`src/rtl/sdram_burst_reader.sv`:
```
// sdram_burst_reader: Avalon-MM burst read master feeding an Avalon-ST source.
// Reads ctrl_length 16-bit words starting at ctrl_base_addr. It issues bursts
// only when the response FIFO has room for them, buffers the returned words and
// streams them out with sop/eop framing.
// Optional build macro SDRAM_BURST_READER_BOUNDARY_EN: when defined, no burst
// crosses a BURST_MAX-word aligned address boundary.
//
// Handshakes:
//   avm: a request is held stable while avm_read=1 and avm_waitrequest=1. It
//        is accepted on the first cycle with avm_read=1 and avm_waitrequest=0.
//   src: a word transfers on any cycle with src_valid=1 and src_ready=1. While
//        src_valid=1 the data and framing do not change until that transfer.
module sdram_burst_reader #(
    parameter int ADDR_W     = 32,
    parameter int DATA_W     = 16,
    parameter int LEN_W      = 16,
    parameter int BURST_MAX  = 8,
    parameter int FIFO_DEPTH = 32
) (
    input  logic                         clock_clk,
    input  logic                         clock_sreset_reset_n,
    input  logic                         ctrl_start,
    input  logic [ADDR_W-1:0]            ctrl_base_addr,
    input  logic [LEN_W-1:0]             ctrl_length,
    output logic                         ctrl_busy,
    output logic                         ctrl_done,
    output logic [ADDR_W-1:0]            avm_address,
    output logic                         avm_read,
    output logic [$clog2(BURST_MAX):0]   avm_burstcount,
    input  logic                         avm_waitrequest,
    input  logic [DATA_W-1:0]            avm_readdata,
    input  logic                         avm_readdatavalid,
    output logic [DATA_W-1:0]            src_data,
    output logic                         src_valid,
    input  logic                         src_ready,
    output logic                         src_sop,
    output logic                         src_eop,
    output logic [1:0]                   dbg_state
);

    localparam int BC_W    = $clog2(BURST_MAX) + 1;
    localparam int PTR_W   = $clog2(FIFO_DEPTH);
    localparam int CNT_W   = PTR_W + 1;
    localparam int BYTES   = DATA_W / 8;
    localparam int OFF_LSB = $clog2(BYTES);
    localparam logic [CNT_W-1:0] DEPTH_C = CNT_W'(FIFO_DEPTH);

    localparam logic [1:0] ST_IDLE  = 2'd0;
    localparam logic [1:0] ST_REQ   = 2'd1;
    localparam logic [1:0] ST_DRAIN = 2'd2;
    localparam logic [1:0] ST_DONE  = 2'd3;

    // Control state
    logic [1:0]        state;
    logic [LEN_W-1:0]  len_r;        // latched transfer length
    logic [ADDR_W-1:0] addr_r;       // address of the next burst to issue
    logic [LEN_W-1:0]  words_to_req; // words not yet covered by an accepted burst
    logic [CNT_W-1:0]  in_flight;    // accepted words whose data has not arrived
    logic [LEN_W-1:0]  pop_cnt;      // index of the word at the FIFO head
    logic              busy_r;
    logic              done_r;
    logic              rd_r;
    logic [ADDR_W-1:0] addr_o;
    logic [BC_W-1:0]   bc_o;

    // Response FIFO
    logic [DATA_W-1:0] mem [FIFO_DEPTH];
    logic [PTR_W-1:0]  wr_ptr;
    logic [PTR_W-1:0]  rd_ptr;
    logic [CNT_W-1:0]  count;

    logic              xfer_active;
    logic              push;
    logic              pop;
    logic              fifo_empty;
    logic              accept;
    logic              issue;
    logic [CNT_W-1:0]  credit;
    logic [BC_W-1:0]   limit;
    logic [BC_W-1:0]   burst;
    logic [ADDR_W-1:0] addr_step;

    assign xfer_active = (state == ST_REQ) || (state == ST_DRAIN);
    // Responses are only meaningful while a transfer is running.
    assign push        = avm_readdatavalid && xfer_active;
    assign fifo_empty  = (count == '0);
    assign pop         = !fifo_empty && src_ready;
    assign accept      = rd_r && !avm_waitrequest;
    // Room in the FIFO that is not already promised to outstanding reads.
    assign credit      = DEPTH_C - count - in_flight;
    assign addr_step   = ADDR_W'(bc_o) << OFF_LSB;

`ifdef SDRAM_BURST_READER_BOUNDARY_EN
    localparam int OFF_W = $clog2(BURST_MAX);
    logic [OFF_W-1:0] word_off;
    // Shorten the burst so it ends on the next BURST_MAX-word boundary.
    assign word_off = addr_r[OFF_LSB +: OFF_W];
    assign limit    = BC_W'(BURST_MAX) - BC_W'(word_off);
`else
    assign limit    = BC_W'(BURST_MAX);
`endif

    assign burst = (words_to_req < LEN_W'(limit)) ? BC_W'(words_to_req) : limit;
    assign issue = (state == ST_REQ) && !rd_r && (words_to_req != '0)
                   && (credit >= CNT_W'(burst));

    // FSM, request generation and transfer bookkeeping
    always_ff @(posedge clock_clk) begin
        if (!clock_sreset_reset_n) begin
            state        <= ST_IDLE;
            len_r        <= '0;
            addr_r       <= '0;
            words_to_req <= '0;
            busy_r       <= 1'b0;
            done_r       <= 1'b0;
            rd_r         <= 1'b0;
            addr_o       <= '0;
            bc_o         <= '0;
        end else begin
            done_r <= 1'b0;
            case (state)
                ST_IDLE: begin
                    if (ctrl_start) begin
                        len_r        <= ctrl_length;
                        addr_r       <= ctrl_base_addr;
                        words_to_req <= ctrl_length;
                        busy_r       <= 1'b1;
                        state        <= (ctrl_length == '0) ? ST_DONE : ST_REQ;
                    end
                end
                ST_REQ: begin
                    if (accept) begin
                        rd_r         <= 1'b0;
                        addr_r       <= addr_r + addr_step;
                        words_to_req <= words_to_req - LEN_W'(bc_o);
                        if (words_to_req == LEN_W'(bc_o)) begin
                            state <= ST_DRAIN;
                        end
                    end else if (issue) begin
                        rd_r   <= 1'b1;
                        addr_o <= addr_r;
                        bc_o   <= burst;
                    end
                end
                ST_DRAIN: begin
                    if ((in_flight == '0) && (pop_cnt == len_r)) begin
                        state <= ST_DONE;
                    end
                end
                default: begin
                    state  <= ST_IDLE;
                    busy_r <= 1'b0;
                    done_r <= 1'b1;
                end
            endcase
        end
    end

    // Outstanding-word and output-index counters
    always_ff @(posedge clock_clk) begin
        if (!clock_sreset_reset_n) begin
            in_flight <= '0;
            pop_cnt   <= '0;
        end else if (state == ST_IDLE) begin
            in_flight <= '0;
            pop_cnt   <= '0;
        end else begin
            in_flight <= in_flight + (accept ? CNT_W'(bc_o) : '0)
                                   - (push ? CNT_W'(1) : '0);
            if (pop) begin
                pop_cnt <= pop_cnt + LEN_W'(1);
            end
        end
    end

    // FIFO pointers and occupancy; reset flushes any buffered words
    always_ff @(posedge clock_clk) begin
        if (!clock_sreset_reset_n) begin
            wr_ptr <= '0;
            rd_ptr <= '0;
            count  <= '0;
        end else begin
            if (push) begin
                wr_ptr <= wr_ptr + PTR_W'(1);
            end
            if (pop) begin
                rd_ptr <= rd_ptr + PTR_W'(1);
            end
            case ({push, pop})
                2'b10:   count <= count + CNT_W'(1);
                2'b01:   count <= count - CNT_W'(1);
                default: count <= count;
            endcase
        end
    end

    // FIFO storage write; the read side is show-ahead from rd_ptr
    always_ff @(posedge clock_clk) begin
        if (push) begin
            mem[wr_ptr] <= avm_readdata;
        end
    end

    // The credit check keeps pushes from ever landing on a full FIFO.
    a_no_overflow: assert property (@(posedge clock_clk)
        disable iff (!clock_sreset_reset_n) !(push && (count == DEPTH_C)));

    assign ctrl_busy      = busy_r;
    assign ctrl_done      = done_r;
    assign avm_read       = rd_r;
    assign avm_address    = addr_o;
    assign avm_burstcount = bc_o;
    assign src_valid      = !fifo_empty;
    assign src_data       = fifo_empty ? '0 : mem[rd_ptr];
    assign src_sop        = !fifo_empty && (pop_cnt == '0);
    assign src_eop        = !fifo_empty && (pop_cnt == (len_r - LEN_W'(1)));
    assign dbg_state      = state;

endmodule

```
`config.mk`:
```
export PLATFORM = sky130hd
export DESIGN_NAME = sdram_burst_reader
export DESIGN_NICKNAME = d
export VERILOG_FILES = /design/src/rtl/sdram_burst_reader.sv
export SDC_FILE = /design/constraint.sdc
export NUM_CORES = 1
export LEC_CHECK = 0
export ABC_CLOCK_PERIOD_IN_PS = 5200
export CAP_MARGIN = 20
export CORE_MARGIN = 1
export CORE_UTILIZATION = 48
export DETAILED_ROUTE_END_ITERATION = 12
export PLACE_DENSITY_LB_ADDON = 0.15
export SLEW_MARGIN = 5
export SYNTH_ARGS = -nofsm -noshare
export SYNTH_HDL_FRONTEND = slang
export SYNTH_SLANG_ARGS = --single-unit
```
`constraint.sdc`:
```
create_clock -name clock_clk -period 5.2 [get_ports clock_clk]
set_input_delay 0.78 -clock clock_clk [delete_from_list [all_inputs] [get_ports clock_clk]]
set_output_delay 0.78 -clock clock_clk [all_outputs]
set_load 0.01 [all_outputs]
```
Word-level counts from Yosys, hierarchy flattened:

Memories as Yosys holds them, arrays and structs flattened. A register that Yosys moved wholly into a read port is not among the register bits.
Index checks and enable logic that the tools add are counted.

* reductions and logical operators: 31
* add/sub/neg operators: 12
* bitwise gates (word level): 3
* equality and inequality tests: 11
* mux-type cells: 26
* order comparisons: 2

Operator list (count)
* 2-to-1 mux 32 bit: 2
* one-hot mux 32 bit (2 select lines): 1
* 2-to-1 mux 16 bit: 3
* adder 32 x 5 -> 32 bit: 1
* equality test 16 bit: 2
* zero test 16 bit: 2
* one-hot mux 16 bit (2 select lines): 1
* adder 16 x 1 -> 16 bit, second input constant: 1
* equality test 16 x 4 -> 1 bit: 1
* < comparator 16 x 4 -> 1 bit, second input constant: 1
* nonzero test 16 bit: 1
* subtractor 16 x 1 -> 16 bit, second input constant: 1
* subtractor 16 x 4 -> 16 bit: 1
* zero test 6 bit: 2
* one-hot mux 6 bit (2 select lines): 1
* adder 5 x 1 -> 5 bit, second input constant: 2
* 2-to-1 mux 2 bit: 5
* 2-to-1 mux 5 bit: 2
* logical AND 1 bit: 9
* 2-to-1 mux 4 bit: 2
* 2-to-1 mux 1 bit: 7
* adder 6 x 1 -> 6 bit, second input constant: 1
* adder 6 x 4 -> 6 bit: 1
* greater-or-equal comparator 6 x 4 -> 1 bit: 1
* 20 further kinds: 34

* output and inout bits: 60
* RAM bits: 512
* memories: 1
* bits in registers: 143
* input port bits: 70

Memory list
* mem: depth 32, width 16, read ports 1, clocked after Yosys merged registers in 1, wr ports 1, RTL line 67 `logic [DATA_W-1:0] mem [FIFO_DEPTH];`

Logic depth before layout (Yosys ltp):

Gate-level depths: netlist of run 1.

* word-level depth: 6
* gate-level depth with buffers: 14

Least setup slack after synthesis of run 1:

Ideal clock, no wire load.

* kind: reg2reg
* from: register count[0]
* to: register count[5]
* setup slack: 2.312 ns
* setup time: 0.128 ns
* buffers on the path: 1
* arrival time: 2.761 ns
* cell stages (with the launch flop): 13
* clock period less this slack: 2.888 ns
* cells stage by stage: dfxtp_1 -> or4_1 -> or2_1 -> and2_1 -> buf_2 -> ha_1 -> ha_1 -> a21o_1 -> a21oi_1 -> nand4b_1 -> nand4_1 -> xnor2_1 -> nor2_1

* longest elaborated chain between the ends: 5
* elaborated cells on any way between the ends: 9
* those cells by class: add/sub: 2; eq/ne: 2; mux: 1; reduce/logical: 4

RTL lines
* start: declaration: RTL line 70 `logic [CNT_W-1:0] count;`
* start signal: assignment: RTL line 190 `2'b10: count <= count + CNT_W'(1);`
* start signal: assignment: RTL line 191 `2'b01: count <= count - CNT_W'(1);`
* start signal: assignment: RTL line 192 `default: count <= count;`
* zero test 6 bit *: RTL line 86 `assign fifo_empty = (count == '0);`
* zero test 1 bit *: RTL line 87 `assign pop = !fifo_empty && src_ready;`
* logical AND 1 bit *: RTL line 87
* net pop: RTL line 74 `logic pop;`
* equality test 2 x 1 -> 1 bit / equality test 2 bit (equally long branches): RTL line 189 `case ({push, pop})`
* one-hot mux 6 bit (2 select lines) / nonzero test 2 bit (equally long branches)

Mark *: on every way through the listed nets, which the timed path passes. The rest lies on a longest branch.
A chain may end at the register's enable or synchronous reset.

Worst setup path in the final report of run 1:

* from: register count[0]
* to: output port src_data[15]

* longest elaborated chain between the ends: 2

RTL lines
* zero test 6 bit: RTL line 86
* 2-to-1 mux 16 bit: RTL line 214 `assign src_data = fifo_empty ? '0 : mem[rd_ptr];`
* end: declaration: RTL line 33 `output logic [DATA_W-1:0] src_data,`

No other way between the ends.

==> results of run 1 <==
[stage by stage]
| stage | hold WS (ns) | cell area [um^2] | instances |
|---|---|---|---|
| after floorplan | 0.429 | 28200 | 1890 |
| after global placement | 0.444 | 30400 | 2724 |
| after detailed placement | 0.449 | 30400 | 2724 |
| after CTS | 0.457 | 32700 | 2851 |
| after global routing | 0.478 | 32800 | 2858 |
| final | 0.454 | 32800 | 2858 |
[state kept, by name, indices dropped and copies added, names as in the netlist, 2 cells and up, named ones only]
register / cells
wr_ptr: 5
count: 6
pop_cnt: 16
mem: 512
words_to_req: 16
dbg_state: 2
rd_ptr: 5
in_flight: 6
avm_burstcount: 4
addr_r: 32
avm_address: 32
len_r: 16
[synth_stat cells, types with 4 or more instances]
| master | number | area share [%] |
|---|---|---|
| buf_2 | 28 | 0.50 |
| o211ai_1 | 6 | 0.16 |
| edfxtp_1 | 512 | 55 |
| a21oi_1 | 83 | 1.5 |
| nand2_1 | 138 | 1.8 |
| or3_1 | 9 | 0.20 |
| xor2_1 | 35 | 1.1 |
| nand4_1 | 21 | 0.47 |
| o2bb2ai_1 | 5 | 0.16 |
| and3_1 | 10 | 0.22 |
| nand4b_1 | 5 | 0.16 |
| inv_1 | 69 | 0.92 |
| nor2b_1 | 15 | 0.33 |
| fa_1 | 5 | 0.36 |
| nor2_1 | 123 | 1.6 |
| nand2b_1 | 6 | 0.13 |
| nor3_1 | 18 | 0.32 |
| or2_2 | 5 | 0.11 |
| and2_1 | 10 | 0.22 |
| ha_1 | 49 | 2.2 |
| o21a_1 | 11 | 0.29 |
| nor4_1 | 23 | 0.51 |
| a21o_1 | 11 | 0.29 |
| nor4b_1 | 4 | 0.12 |
| mux4_2 | 160 | 13 |
| o21ai_0 | 33 | 0.59 |
| nand3b_1 | 5 | 0.13 |
| a221oi_1 | 4 | 0.12 |
| buf_1 | 13 | 0.17 |
| mux2i_1 | 12 | 0.43 |
| o22ai_1 | 13 | 0.29 |
| a211oi_1 | 13 | 0.35 |
| o31ai_1 | 10 | 0.27 |
| o21ai_1 | 44 | 0.78 |
| clkbuf_1 | 68 | 0.91 |
| dfxtp_1 | 148 | 11 |
| nand3_1 | 76 | 1.4 |
| a31oi_1 | 8 | 0.18 |
| xnor2_1 | 21 | 0.65 |
| o2111ai_1 | 5 | 0.16 |
[layout by cell type (no fill, tap or decap), types with 16 or more instances in the layout]
| cell | count |
|---|---|
| buf_4 | 48 |
| edfxtp_1 | 512 |
| inv_1 | 67 |
| xnor2_1 | 21 |
| nand3_1 | 76 |
| clkdlybuf4s50_1 | 128 |
| dfxtp_1 | 144 |
| a21oi_1 | 83 |
| clkbuf_16 | 72 |
| nand4_1 | 21 |
| xor2_1 | 35 |
| clkbuf_1 | 17 |
| nor2_1 | 107 |
| o21ai_1 | 44 |
| ha_1 | 48 |
| clkinv_1 | 16 |
| o21ai_0 | 33 |
| nor4_1 | 23 |
| nand2_1 | 138 |
| nor3_1 | 18 |
| mux4_2 | 160 |
[power groups by stage]
stage               sequential (mW)  combinational [mW]  clock (mW)
finish                         6.40                5.01        4.91
global route                   6.45                5.48        5.18
detailed placement             6.51                5.03           0
global placement               6.50                4.93           0
CTS                            6.40                5.05        5.00
floorplan                      6.37                3.61           0
[metal layers]
layer	global-route usage (%)	wire, um	up-vias
li1	-	-	7578
met1	31.2	28100	8583
met2	39.1	34200	557
met3	4.59	4700	125
met4	6.84	1770	12
met5	0	85	-
[worst reg2reg max path: stages (launching register included)]
cell and delay [ns]:
dfxtp_1 0.36, nor4_1 0.55, and4_1 0.47, and2_1 0.24, ha_1 0.24, nand2b_1 0.14
a211oi_1 0.24, o21bai_1 0.15, o31ai_4 0.25, buf_4 0.59, mux2i_1 0.28, nor2_1 0.05
[final timing paths]
path / startpoint / end / slack, ns
hold / removal: avm_address[1] / avm_address[1] / 0.45
setup / recovery: count[0] / src_data[15] / 0.80
setup reg to reg: words_to_req[11] / avm_burstcount[0] / 1.50
hold reg to reg: avm_address[1] / avm_address[1] / 0.45
[layout make-up]
cell class	instances	area, um^2	share of cell area, %
well taps	765	957	2.92
clock buffers	92	1910	5.82
repair buffers	188	1830	5.58
inverters	70	263	0.801
flip-flops and latches	660	18300	56.0
multi-input cells	1048	9140	27.9
clock inverters	35	349	1.06
[logic make-up (layout without fill, tap and decap cells)]
| logic type | count (synthesis) | count (layout) | synth area share [%] |
|---|---|---|---|
| AOI/OAI and AO/OA | 275 | 275 | 6.14 |
| xor gates and xnor gates | 56 | 56 | 1.74 |
| adders and majority gates | 54 | 54 | 2.53 |
| buffers and inverters | 182 | 385 | 2.62 |
| DFF | 660 | 660 | 65.1 |
| muxes | 173 | 173 | 13.3 |
| and+or+nand+nor | 490 | 490 | 8.58 |
==> metrics.yaml, run 1 <==
cts_resized: 0
path_max_fanout: 17
overflow: 0
die_w_um: 244
dp_slack_ns: 1.40
rsz0062_at_grt: "false"
start_kind: "flip-flop"
crit_type: "reg -> out"
grt_pass1_wl_mm: 104
dp_hpwl_mm: 42.0
drive_gt1_share_pct: 17.2
cts_buffers: 70
drc: 0
grt_max_degree: 93
ys_types: 77
synth_nets: 2014
area_growth_pct: 16.4
synthFlopType: "edfxtp_1"
power_frac_clock_pct: 30.1
vias: 16900
worst-path-buf-inv: 2
core_um2: 57800
whs_path_depth: 2
p_sw_share_pct: 31.8
synth_edf_count: 512
cap_violations: 0
clock_latency_ns: 0.61
period_share_pct: 84.7
cts_num_sinks: 660
irDropWorstVdd_v: 0.000423
yosysWarnings: 0
num_rows: 88
ys_ff_latch: 660
vias_per_cell: 5.90
hold_class: "reg -> reg"
async_flop_share_pct: 0
wirelength_mm: 68.9
cts_setup_buffers: 0
first_pass_iters: 5
antenna_found_initial: 6
p_per_area_nw_per_um2: 498
path_cells: "or4_1 -> or2_1 -> buf_4 -> nand2b_1 -> o21ai_1 -> clkdlybuf4s50_1"
crit_family: "simple AND/OR/NAND/NOR gates"
period_needed_ns: 4.40
die_area_um2: 59600
slowest_stage: "nand2b_1"
crit_arrival_ns: 3.62
tns_ns: 0
crit_required_ns: 4.42
antennaDiodeCount: 0
end_kind: "primary output"
cts_root_buf: "clkbuf_16"
p_int_mw: 11.1
finalWorstSetupSlack_ns: 0.796
cts_hold_buf: 0
p_comb_share_pct: 30.7
slew_violations: 0
die_y_um: 244
place.gp.congestion: 0.824
avgRoutedWirePerCell_um: 24.1
avgSynthCellArea_um2: 14.9
mappedNetlistArea_um2: 28200
initial_core_util_pct: 48.7
grt.total_usage_pct: 23.4
drtIter0Drc: 1607
utilization_pct: 56.7
first_global_vias: 16900
total_power_mw: 16.3
fillerInstances: 4569
cpPeakStageDelay_ns: 0.64
fin_nets: 2162
ant_nets: 0
cts_buffer_depth: 3
relSlewSlack_pct: 23.9
finalSetupViolCount: 0
p_sw_mw: 5.19
io_buffers: 129
hold_viol_final: 0
cts_htree_levels: 3
seq_area_frac_synth_pct: 65.1
p_seq_share_pct: 39.2
cp.depth: 6
ios: 130
fin_worst_skew_ns: 0.0184
clk_pin_slew_ns: 0.06
r2r.worst_path.cells: 11
worstMarginPinSlew_ns: 1.14
status: "finished, final reports clean"
power_leakage_nw: 10.6
max_freq_mhz: 227
cts_tree: "done"
synthCells: 1890
(Power assumes the default switching activity.)
==> run 2: changes to the inputs <==
Settings changed: ABC_CLOCK_PERIOD_IN_PS 5200 to 3900.
Clock period 5.2 ns to 3.9 ns, I/O delays scaled along.
==> run 2 against run 1 <==
- worst setup slack worse by 0.72 ns
- clock-buffer cell count up 3
- combinational power up 42%
- hold slack worse by 0.0019 ns
- critical path depth up 1
- sequential share of layout area down 0.46 points
- clock power up 29%
- final area up 0.83%
- critical endpoint is now src_data[14]
==> metrics.yaml, run 2 (synthesis results as in run 1) <==
cts_root_buf: "clkbuf_16"
layout_commonest_cell: "edfxtp_1"
fin_worst_skew_ns: 0.0212  # +0.00278 ns
drive_gt1_share_pct: 18.7  # +1.4 points
area_growth_pct: 17.4
grt.busiest_layer: "met2"
start_kind: "flip-flop"
clock_latency_ns: 0.62  # about the same
die_area_um2: 59600  # unchanged
r2r_start: "count[1]"
met2_usage_pct: 39.5  # +0.38 points
power_leakage_nw: 10.8  # +1.6%
reg2reg_slack_ns: 0.55  # -0.95 ns
hold_class: "in -> reg"
period_needed_ns: 3.82
total_power_mw: 21.9  # +34%
overflow: 0  # unchanged
place.gp.congestion: 0.836  # +1.5%
crit_family: "multiplexers"
first_pass_iters: 7  # +2
irDropWorstVdd_v: 0.000485  # +15%
vias_per_cell: 5.87  # -0.50%
placedCellCount: 2752  # +1.0%
utilization_pct: 57.2  # +0.47 points
largest_register_ffs: 512  # unchanged
cts_num_sinks: 660  # unchanged
vias: 16900  # +0.44%
holdPathEnd: "words_to_req[14]"
wirelength_mm: 68.7  # -0.30%
finalSetupViolCount: 0  # unchanged
die_w_um: 244  # unchanged
hold_slack_ns: 0.452  # -0.00186 ns
tns_ns: 0  # unchanged
status: "finished, final reports clean"
cap_violations: 0  # unchanged
grt_util_met3_pct: 4.08  # -0.50 points
fin_nets: 2191  # +1.3%
slowest_stage: "mux4_2"
antennaDiodeCount: 0  # unchanged
cts_tree: "done"
initial_core_util_pct: 48.7  # unchanged
r2r-end: "count[5]"
seqCellArea_um2: 18300  # unchanged
multi_input_area_um2: 9130  # about the same
crit_type: "reg -> out"
ant_nets: 0  # unchanged
relSlewSlack_pct: 24.4  # +0.47 points
period_share_pct: 98.1
fin_cells: 2885  # +0.94%
slew_violations: 0  # unchanged
drtIter0Drc: 1344  # -16%
min-delay-start: "clock_sreset_reset_n"
path_cells: "buf_12 -> clkbuf_16 -> mux4_2 -> mux4_2 -> nand3_1 -> o21ai_1 -> clkdlybuf4s50_1"
num_rows: 88  # unchanged
layout_common_cells: "edfxtp_1, mux4_2, dfxtp_1"
crit_required_ns: 3.31  # -1.11 ns
drc: 0  # unchanged
grt_pass1_wl_mm: 103  # -1.5%
die_y_um: 244  # unchanged
first_global_vias: 16900  # -0.22%
path_max_fanout: 17  # unchanged
avgRoutedWirePerCell_um: 23.8  # -1.2%
r2r.worst_path.cells: 11  # unchanged
rsz0062_at_grt: "false"
cts_buffer_depth: 3  # unchanged
crit_top_cell: "mux4_2"
p_per_area_nw_per_um2: 663  # +33%
worstMarginPinSlew_ns: 1.13  # -0.00706 ns
io_buffers: 129  # unchanged
crit_arrival_ns: 3.24  # -0.38 ns
dp_hpwl_mm: 42.9  # +2.2%
cpPeakStageDelay_ns: 0.54  # -0.10 ns
grt_max_degree: 72  # -23%
core_um2: 57800  # unchanged
hold_viol_final: 0  # unchanged
worst-path-buf-inv: 3  # +1
end_kind: "primary output"
cts_buffers: 70  # unchanged
regMostFlops: "mem"
max_freq_mhz: 261
grt.total_usage_pct: 23.0  # -0.41 points
cts_htree_levels: 3  # unchanged
fillerInstances: 4516  # -1.2%
clk_pin_slew_ns: 0.06  # about the same
use_met1_pct: 30.1  # -1.1 points
whs_path_depth: 3  # +1
ios: 130  # unchanged
antenna_found_initial: 2  # -4
run 2: cell count changes in the layout (fill, tap and decap cells not counted), moves of 3 or more:
cell / before / now
clkinv_1: 16 / 8
buf_4: 48 / 69
buf_16: 0 / 3
buf_12: 4 / 8
bufinv_16: 5 / 1
clkbuf_16: 72 / 75
clkinv_2: 11 / 19
run 2: cell type report:
cell class / count / area share [%]
multi-input cells: 1048 / 27.6
well taps: 765 / 2.90
inverters: 70 / 0.795
flip-flops and latches: 660 / 55.5
clock buffers: 95 / 5.87
repair buffers: 217 / 6.61
clock inverters: 30 / 0.708
run 2: worst max path at each step:
stage	startpoint	endpoint	slack (ns)	depth (start not counted)
final	flip-flop	src_data[14]	0.08	7
after global routing	count[1]	src_data[0]	0.005	7
after CTS	flip-flop	src_data[2]	-0.002	6
after detailed placement	count[1]	count[5]	0.57	11
after global placement	count[1]	count[5]	0.63	11
after floorplan	count[0]	count[5]	1.01	12
run 2: power breakdown:
group          switching [mW]  internal, mW  total [mW]
clock network            2.73          3.59        6.31
registers               0.472          8.02        8.50
logic                    3.84          3.26        7.10
run 2: what timing repair did:
action	CTS	global route
gates resized for setup	3	4
hold buffers	0	0
setup endpoints to repair	2	10
pin swaps	0	0
cloned	0	2
buffers inserted	0	2
run 2: worst min-delay path: cells and delay by family:
| family | cells | cell delay [ns] |
|---|---|---|
| buffers and inverters | 1 | 0.24 |
| AND/OR/NAND/NOR | 1 | 0.13 |
| AO/OA/AOI/OAI | 1 | 0.05 |
run 2: stage by stage:
step	setup WS [ns]	instance area [um^2]
2_1_floorplan	1.01	28200
3_3_place_gp	0.635	30700
3_5_place_dp	0.573	30700
4_1_cts	-0.00248	32900
5_1_grt	0.00467	33100
6_report	0.0759	33100
run 2: per-layer routing:
| metal | vias up | share of wire (%) |
|---|---|---|
| li1 | 7663 | - |
| met1 | 8563 | 41 |
| met2 | 579 | 51 |
| met3 | 120 | 6.4 |
| met4 | 4 | 2.4 |
| met5 | - | 0.050 |
